File: config.mk
export PLATFORM = sky130hd
export DESIGN_NAME = alu_unit
export DESIGN_NICKNAME = d
export VERILOG_FILES = /design/src/rtl/alu_unit.sv
export SDC_FILE = /design/constraint.sdc
export NUM_CORES = 2
export LEC_CHECK = 0
export BUFFER_PORTS_ARGS = -buffer_cell sky130_fd_sc_hd__clkbuf_2
export CORE_MARGIN = 2
export CORE_UTILIZATION = 55
export CTS_BUF_LIST = sky130_fd_sc_hd__clkbuf_16
export DETAILED_ROUTE_END_ITERATION = 10
export GPL_TIMING_DRIVEN = 0
export PLACE_DENSITY = 0.78
export SKIP_CTS_REPAIR_TIMING = 1
export SLEW_MARGIN = 10
export SYNTH_ARGS = -nofsm -noshare
export SYNTH_HDL_FRONTEND = slang
export SYNTH_SLANG_ARGS = --single-unit
File: constraint.sdc
create_clock -name clk -period 10.95 [get_ports clk]
set_clock_uncertainty 0.05 [all_clocks]
set_input_delay 2.19 -clock clk [delete_from_list [all_inputs] [get_ports clk]]
set_output_delay 2.19 -clock clk [all_outputs]
set_load 0.02 [all_outputs]
File: src/rtl/alu_unit.sv
// Queued integer execution unit: in-order FIFO feeding single-cycle ALU ops or an
// iterative shift-add RV32M multiplier, one tagged result per cycle toward writeback.
module alu_unit #(
    parameter int unsigned XLEN    = 32,
    parameter int unsigned ROB_IDW = 4,
    parameter int unsigned DEPTH   = 4,
    parameter bit          MUL_EN  = 1'b1
) (
    input  logic               clk,
    input  logic               rst_in,
    input  logic               rdy_in,
    input  logic               flush_in,
    input  logic               in_valid,
    output logic               in_ready,
    input  logic [7:0]         in_type,
    input  logic [XLEN-1:0]    in_val1,
    input  logic [XLEN-1:0]    in_val2,
    input  logic [ROB_IDW:0]   in_entry,
    input  logic [XLEN-1:0]    in_pc,
    output logic               out_valid,
    output logic [ROB_IDW:0]   out_entry,
    output logic [XLEN-1:0]    out_val,
    output logic               out_redirect,
    output logic [XLEN-1:0]    out_pc
);
    localparam int unsigned PW  = $clog2(DEPTH);
    localparam int unsigned CW  = $clog2(XLEN) + 1;
    localparam int unsigned SHW = $clog2(XLEN);
    localparam logic [PW:0] CNT_FULL = (PW+1)'(DEPTH);

    // util.v OP_* class codes
    localparam logic [2:0] OP_I = 3'd0;
    localparam logic [2:0] OP_R = 3'd1;
    localparam logic [2:0] OP_L = 3'd2;
    localparam logic [2:0] OP_S = 3'd3;
    localparam logic [2:0] OP_B = 3'd4;

    typedef struct packed {
        logic [7:0]       typ;
        logic [XLEN-1:0]  v1;
        logic [XLEN-1:0]  v2;
        logic [ROB_IDW:0] tag;
        logic [XLEN-1:0]  pc;
    } entry_t;

    typedef enum logic [1:0] {S_IDLE, S_MUL, S_DONE} state_t;

    entry_t              q_mem [DEPTH];
    logic [PW-1:0]       head, tail;
    logic [PW:0]         count;
    state_t              state, state_nxt;

    logic [2*XLEN-1:0]   ma, acc, prod;
    logic [XLEN-1:0]     mb;
    logic [CW-1:0]       cnt;
    logic                m_neg, m_hi;
    logic [ROB_IDW:0]    m_tag;

    entry_t              hd;
    logic                enq, issue, hd_mul, alu_redir, s1, s2, lt, ltu;
    logic [2:0]          cls, f3;
    logic                alt;
    logic [XLEN-1:0]     a, b, sum, alu_res, jalr_tgt, abs1, abs2;
    logic [SHW-1:0]      shamt;

    assign in_ready = (count < CNT_FULL);

    always_comb begin
        hd        = q_mem[head];
        enq       = in_valid && in_ready;
        issue     = (state == S_IDLE) && (count != '0);
        cls       = hd.typ[2:0];
        f3        = hd.typ[5:3];
        alt       = hd.typ[6];
        a         = hd.v1;
        b         = hd.v2;
        sum       = a + b;
        shamt     = b[SHW-1:0];
        lt        = $signed(a) < $signed(b);
        ltu       = a < b;
        jalr_tgt  = {sum[XLEN-1:1], 1'b0};
        hd_mul    = MUL_EN && hd.typ[7] && (cls == OP_R) && !f3[2];
        s1        = (f3 != 3'b011);
        s2        = (f3[2:1] == 2'b00);
        abs1      = (s1 && a[XLEN-1]) ? -a : a;
        abs2      = (s2 && b[XLEN-1]) ? -b : b;
        prod      = m_neg ? -acc : acc;
        alu_res   = '0;
        alu_redir = 1'b0;

        // M-ext ops that reach here (MUL_EN=0 or funct3 1xx) produce 0
        if (!(hd.typ[7] && cls == OP_R)) begin
            case (cls)
                OP_I, OP_R: begin
                    case (f3)
                        3'b000:  alu_res = (alt && cls == OP_R) ? a - b : sum;
                        3'b001:  alu_res = a << shamt;
                        3'b010:  alu_res = {{(XLEN-1){1'b0}}, lt};
                        3'b011:  alu_res = alt ? sum : {{(XLEN-1){1'b0}}, ltu};
                        3'b100:  alu_res = a ^ b;
                        3'b101:  alu_res = alt ? $unsigned($signed(a) >>> shamt) : a >> shamt;
                        3'b110:  alu_res = a | b;
                        default: alu_res = a & b;
                    endcase
                end
                OP_L, OP_S: alu_res = sum;
                OP_B: begin
                    case (f3)
                        3'b000:  alu_res = {{(XLEN-1){1'b0}}, a == b};
                        3'b001:  alu_res = {{(XLEN-1){1'b0}}, a != b};
                        3'b011: begin
                            alu_res   = hd.pc;
                            alu_redir = 1'b1;
                        end
                        3'b100:  alu_res = {{(XLEN-1){1'b0}}, lt};
                        3'b101:  alu_res = {{(XLEN-1){1'b0}}, !lt};
                        3'b110:  alu_res = {{(XLEN-1){1'b0}}, ltu};
                        3'b111:  alu_res = alt ? sum : {{(XLEN-1){1'b0}}, !ltu};
                        default: alu_res = '0;
                    endcase
                end
                default: alu_res = '0;
            endcase
        end

        state_nxt = state;
        case (state)
            S_IDLE:  if (issue && hd_mul) state_nxt = S_MUL;
            S_MUL:   if (cnt == CW'(XLEN-1)) state_nxt = S_DONE;
            S_DONE:  state_nxt = S_IDLE;
            default: state_nxt = S_IDLE;
        endcase
    end

    always_ff @(posedge clk) begin
        if (rst_in)
            state <= S_IDLE;
        else if (rdy_in)
            state <= flush_in ? S_IDLE : state_nxt;
    end

    always_ff @(posedge clk) begin
        if (!rst_in && rdy_in && !flush_in && enq)
            q_mem[tail] <= '{typ: in_type, v1: in_val1, v2: in_val2, tag: in_entry, pc: in_pc};
    end

    always_ff @(posedge clk) begin
        if (rst_in) begin
            head         <= '0;
            tail         <= '0;
            count        <= '0;
            out_valid    <= 1'b0;
            out_redirect <= 1'b0;
            out_entry    <= '0;
            out_val      <= '0;
            out_pc       <= '0;
            ma           <= '0;
            mb           <= '0;
            acc          <= '0;
            cnt          <= '0;
            m_neg        <= 1'b0;
            m_hi         <= 1'b0;
            m_tag        <= '0;
        end else if (rdy_in) begin
            if (flush_in) begin
                head         <= '0;
                tail         <= '0;
                count        <= '0;
                out_valid    <= 1'b0;
                out_redirect <= 1'b0;
            end else begin
                if (enq)
                    tail <= tail + PW'(1);
                if (issue)
                    head <= head + PW'(1);
                count        <= count + {{PW{1'b0}}, enq} - {{PW{1'b0}}, issue};
                out_valid    <= 1'b0;
                out_redirect <= 1'b0;
                case (state)
                    S_IDLE: begin
                        if (issue && hd_mul) begin
                            ma    <= {{XLEN{1'b0}}, abs1};
                            mb    <= abs2;
                            acc   <= '0;
                            cnt   <= '0;
                            m_neg <= (s1 && a[XLEN-1]) ^ (s2 && b[XLEN-1]);
                            m_hi  <= (f3 != 3'b000);
                            m_tag <= hd.tag;
                        end else if (issue) begin
                            out_valid    <= 1'b1;
                            out_entry    <= hd.tag;
                            out_val      <= alu_res;
                            out_redirect <= alu_redir;
                            if (alu_redir)
                                out_pc <= jalr_tgt;
                        end
                    end
                    S_MUL: begin
                        if (mb[0])
                            acc <= acc + ma;
                        ma  <= ma << 1;
                        mb  <= mb >> 1;
                        cnt <= cnt + CW'(1);
                    end
                    S_DONE: begin
                        out_valid <= 1'b1;
                        out_entry <= m_tag;
                        out_val   <= m_hi ? prod[2*XLEN-1:XLEN] : prod[XLEN-1:0];
                    end
                    default: ;
                endcase
            end
        end
    end
endmodule
After elaboration in Yosys (flattened, before gate mapping)
Memory sizes are Yosys's and may differ from the RTL's. A register that Yosys moved wholly into a read port is not among the register bits.
Cells that the tools add are included.
- $lt $le $gt $ge: 3
- reduce and logical (&&, ||, !) cells: 36
- equal/unequal tests: 23
- add/sub/neg operators: 11
- shifts and indexed selects: 3
- multiplexer cells: 51
- bitwise logic cells: 6
- operators by type and width (cell ; number):
    one-hot mux 32 bit (7 select lines) ; 2
    2-to-1 mux 32 bit ; 11
    2-to-1 mux 64 bit ; 4
    one-hot mux 64 bit (2 select lines) ; 2
    one-hot mux 32 bit (2 select lines) ; 2
    one-hot mux 32 bit (3 select lines) ; 1
    adder 64 bit ; 1
    < comparator 32 bit ; 2
    negation 32 bit ; 2
    negation 64 bit ; 1
    adder 32 bit ; 1
    AND 32 bit ; 1
    == test 32 bit ; 1
    inequality test 32 bit ; 1
    OR 32 bit ; 1
    << shifter 32 x 5 -> 32 bit ; 1
    >> shifter 32 x 5 -> 32 bit ; 1
    >>> shifter 32 x 5 -> 32 bit ; 1
    subtractor 32 bit ; 1
    XOR 32 bit ; 1
    2-to-1 mux 2 bit ; 9
    == test 3 bit, second input constant ; 5
    == test 3 x 2 -> 1 bit, second input constant ; 4
    2-to-1 mux 1 bit ; 12
    other kinds (34) ; 65
- bits of input ports: 114
- word-level logic and storage cells: 150
- memories kept: 1
- RAM bits: 436
- output and inout bits: 72
- bits in registers: 252
- memory list (name ; words ; width ; read ports ; clocked after Yosys merged registers in ; wr ports ; line ; text):
    q_mem ; 4 ; 109 ; 1 ; 1 ; 1 ; 48 ; entry_t q_mem [DEPTH];

Depth between registers and ports, before layout
- depth after elaboration: 9
- depth in mapped cells: 24

Worst setup path after synthesis
Ideal clock, no wire load.
- path type: input-to-reg
- from: input port flush_in
- to: memory q_mem[0][0] (netlist bit) (enable)
- data arrival time: 5285 ps
- data required time: 10420 ps
- library setup time: 480 ps
- stages: 4
- setup slack: 5134 ps
- path through: nand2b_1 clkbuf_1 nor3_1 and2_1
- word-level cells in the longest chain between the ends: 5
- ends and longest elaborated chain (item ; line ; text):
    start, declared ; 12 ; input logic flush_in,
    zero test 1 bit ; 143 ; if (!rst_in && rdy_in && !flush_in && enq)
    logical AND 1 bit (2 in series) ; 143 ;
    2-to-1 mux 1 bit ; 143 ;
    2-to-1 mux 1 bit (not written as such) ; 144 ; q_mem[tail] <= '{typ: in_type, v1: in_val1, v2: in_val2, tag: in_entry, pc: in_pc};
    end, declared ; 48 ;
Every way passes these cells.

==> impl_metrics.csv <==
group,metric,value,unit
finish,nFillCells,6226,
worst_hold_path,worstHoldPathType,"flip-flop to flip-flop",
cts,clk_path_buf_depth,3,
power_and_ir_drop,power_density,127,mW/mm2
synth,synth_edf_count,436,
routing,drtIter0Drc,5595,
floorplanning,dieArea,0.0778,mm2
finish,syn_to_final_growth,11.3,%
place,gp_congestion,1.13,
worst_setup_path,reg2reg_slack,2.62,ns
power_and_ir_drop,clock_power_share,40.9,%
run_status,status,"complete, no violations",
power_and_ir_drop,irDropWorstVdd,0.157,mV
synth,ys_dominant_reg_cell,"edfxtp_1",
sta,clock.fmax,120,MHz
global_route,antenna_found_initial,5,
power_and_ir_drop,pwr-share-seq,47.5,%
worst_setup_path,worstPathRequired,11.48,ns
synth,synth.avg_cell_area,9.85,um2
worst_setup_path,worstPathArrival,8.86,ns
power_and_ir_drop,p_sw,1.62,mW
sta,slew_viol_final,0,
finish,drive_gt1_share,12.0,%
finish,nets,4778,
worst_setup_path,cp-end-kind,"flip-flop",
sta,rsz0062_at_grt,"false",
synth,synth_area,0.0416,mm2
sta,worstMarginPinSlew,1.33,ns
global_route,grt_pass1_wl,255,mm
power_and_ir_drop,p_sw_share,27.6,%
synth,yosysWarnings,0,
global_route,grt_pass1_vias,36000,
power_and_ir_drop,p_int,4.24,mW
synth,synth_nets,4509,
synth,postSynthCellCount,4221,
sta,max_slew_margin,11.6,%
place,dp_hpwl,137,mm
finish,design_area,0.0463,mm2
worst_setup_path,cp_max_fo,10,
job,maxCapViolCount,0,
cts,tritoncts,"done",
routing,vias,38400,
floorplanning,die_y,279,um
global_route,grt_max_degree,56,
worst_hold_path,hold_depth,2,
cts,clk_pin_slew,0.07,ns
cts,htree_levels,3,
sta,tns,0,ns
sta,final_hold_viol_count,0,
cts,cts_sinks,690,
floorplanning,core,0.0746,mm2
sta,fin_crit_sh,76.1,%
worst_setup_path,startpoint_type,"flip-flop",
cts,cts_made_buffers,74,
power_and_ir_drop,leakage,17.5,nW
place,io_buffers,184,
power_and_ir_drop,pwr-share-comb,11.5,%
worst_hold_path,worstHoldEndpoint,"m_tag[1]$_SDFFE_PP0P_",
synth,synth_seq_cells,690,
synth,synth_cell_types,99,
floorplanning,ios,186,
worst_hold_path,worstHoldStart,"m_tag[1]$_SDFFE_PP0P_",
cts,clk_latency,0.67,ns
routing,wirelength,181,mm
synth,yosysSeqAreaShare,43.7,%
global_route,grt_overflow,0,
global_route,grt_util_all_layers,45.6,%
routing,drc,0,
worst_setup_path,crit_type,"flip-flop to flip-flop",
routing,drt-vias-per-instance,6.96,
routing,postRouteAntennaNets,0,
routing,firstDrtPassIters,9,
sta,setup_viol,0,
worst_setup_path,reg2reg_to,"out_val[25]$_SDFFE_PP0P_",
floorplanning,row_count,100,
synth,async_reset_ff_share,0,%
place,placed_area,0.0439,mm2
routing,wl_per_cell,32.7,um
worst_setup_path,r2r_cells,21,
cts,cts_root_buf,"clkbuf_16",
sta,min_period,8.33,ns
floorplanning,start_util,55.7,%
floorplanning,die_w,279,um
## logic make-up (layout without fill, tap and decap cells)
group | count (synthesis) | count (layout) | share of synthesized area [%]
AO/OA/AOI/OAI | 1287 | 1287 | 19.9
XOR/XNOR | 223 | 223 | 4.70
adder cells (fa/ha/maj) | 174 | 174 | 5.31
buffers and inverters | 425 | 754 | 4.26
flip-flops | 690 | 690 | 43.7
multiplexers | 261 | 261 | 9.52
other | 1 | 4 | 0.00902
AND/OR/NAND/NOR | 1160 | 1160 | 12.6
## through the flow
step / power [mW] / std cells / worst slack (ns) / hold WS (ns) / util [%]
CTS: 5.83 / 5519 / 3.04 / 0.404 / 62.0
detailed placement: 3.47 / 5383 / 3.09 / 0.397 / 58.9
finish: 5.86 / 5522 / 2.62 / 0.406 / 62.1
global placement: 3.47 / 5374 / 2.61 / 0.392 / 58.6
floorplan: 3.20 / 4221 / 5.13 / 0.387 / -
global route: 5.98 / 5519 / 2.45 / 0.432 / 62.1
## layer usage
| layer | up-vias | track usage, % | part of all wire, % |
|---|---|---|---|
| li1 | 16400 | - | - |
| met1 | 18700 | 59.3 | 38 |
| met2 | 2736 | 66.4 | 42 |
| met3 | 599 | 13.6 | 12 |
| met4 | 2 | 29.3 | 7.7 |
| met5 | - | 0 | 0.0072 |
## power by group through the flow
stage	clock network, mW	registers, mW	logic, mW
floorplan	0	2.85	0.356
global placement	0	2.84	0.629
detailed placement	0	2.84	0.631
CTS	2.41	2.79	0.635
global route	2.51	2.79	0.687
finish	2.40	2.79	0.677
## area by class of cell
cell class / count / area [um2] / area share, %
repair buffers: 193 / 1150 / 2.48
flip-flops and latches: 690 / 18200 / 39.3
inverters: 126 / 473 / 1.02
clock inverters: 61 / 445 / 0.962
diodes: 3 / 7.51 / 0.0162
multi-input cells: 3106 / 21600 / 46.8
well taps: 969 / 1210 / 2.62
clock buffers: 75 / 1880 / 4.06
plain buffers: 299 / 1300 / 2.81
## state kept, by name, summed over array words and instances (netlist names), 2 cells and up, named ones only
signal     cells
out_entry      5
cnt            6
mb            32
count          3
ma            64
out_val       32
acc           64
head           2
out_pc        31
state          2
m_tag          5
q_mem        436
tail           2
## layout by cell type, fill, tap and decap left out, drive strengths merged, types with 35 or more instances in the layout
cell type  synthesis  layout
clkbuf           210     469
nor2             452     452
edfxtp           436     436
a21oi            414     414
nand2            343     343
dfxtp            254     254
o21ai            240     240
ha               170     170
xnor2            153     153
inv              124     149
mux2i            124     124
a211oi           106     106
mux4             104     104
buf               89      98
nand3             91      91
nor3              85      85
a21o              82      82
xor2              70      70
a22oi             52      52
o31ai             49      49
a31oi             43      43
o211ai            43      43
clkinv             2      35
## critical path: stages (launching register included)
cell	delay, ns
dfxtp_1	0.31
buf_2	0.18
buf_4	0.27
buf_2	0.36
buf_2	0.35
buf_2	0.33
o21ai_0	0.38
inv_1	0.52
clkbuf_1	0.54
clkbuf_1	0.44
buf_2	0.37
ha_1	0.37
a2111oi_0	0.11
o21ai_0	0.41
a31oi_1	0.38
a2111oi_0	1.10
o21ai_0	0.48
a211oi_1	0.47
nor2_1	0.10
xnor2_1	0.36
a21oi_1	0.13
a211oi_1	0.21
## cell usage after synthesis, drive strengths merged (15+ instances only)
| master | count | share of area (%) |
|---|---|---|
| nor2 | 452 | 4.1 |
| or4 | 17 | 0.34 |
| a31oi | 43 | 0.65 |
| mux2 | 33 | 0.90 |
| nand3 | 91 | 1.1 |
| o31ai | 49 | 0.91 |
| a22o | 23 | 0.48 |
| nor3 | 85 | 1.1 |
| o41ai | 19 | 0.44 |
| or3 | 29 | 0.44 |
| mux2i | 124 | 3.0 |
| edfxtp | 436 | 31 |
| a22oi | 52 | 0.94 |
| o221ai | 21 | 0.44 |
| ha | 170 | 5.1 |
| and3 | 23 | 0.35 |
| a2111oi | 15 | 0.33 |
| o21bai | 20 | 0.36 |
| a221oi | 28 | 0.62 |
| o21ai | 240 | 2.9 |
| mux4 | 104 | 5.6 |
| xnor2 | 153 | 3.2 |
| a21o | 82 | 1.5 |
| a211oi | 106 | 1.9 |
| xor2 | 70 | 1.5 |
| and2 | 17 | 0.26 |
| clkbuf | 210 | 1.9 |
| inv | 124 | 1.1 |
| nand2 | 343 | 3.1 |
| dfxtp | 254 | 12 |
| o211ai | 43 | 0.78 |
| a21oi | 414 | 5.0 |
| nand4 | 20 | 0.30 |
| buf | 89 | 1.2 |
| nand2b | 22 | 0.33 |
| nor4 | 21 | 0.42 |
| o22ai | 21 | 0.32 |
## how the worst max path moves through the flow
stage                                          end
after floorplan              q_mem[0][0]$_DFFE_PP_
after global placement      q_mem[1][97]$_DFFE_PP_
after detailed placement  out_val[25]$_SDFFE_PP0P_
after CTS                 out_val[25]$_SDFFE_PP0P_
after global routing      out_val[25]$_SDFFE_PP0P_
final                     out_val[25]$_SDFFE_PP0P_
(Power assumes the default switching activity.)
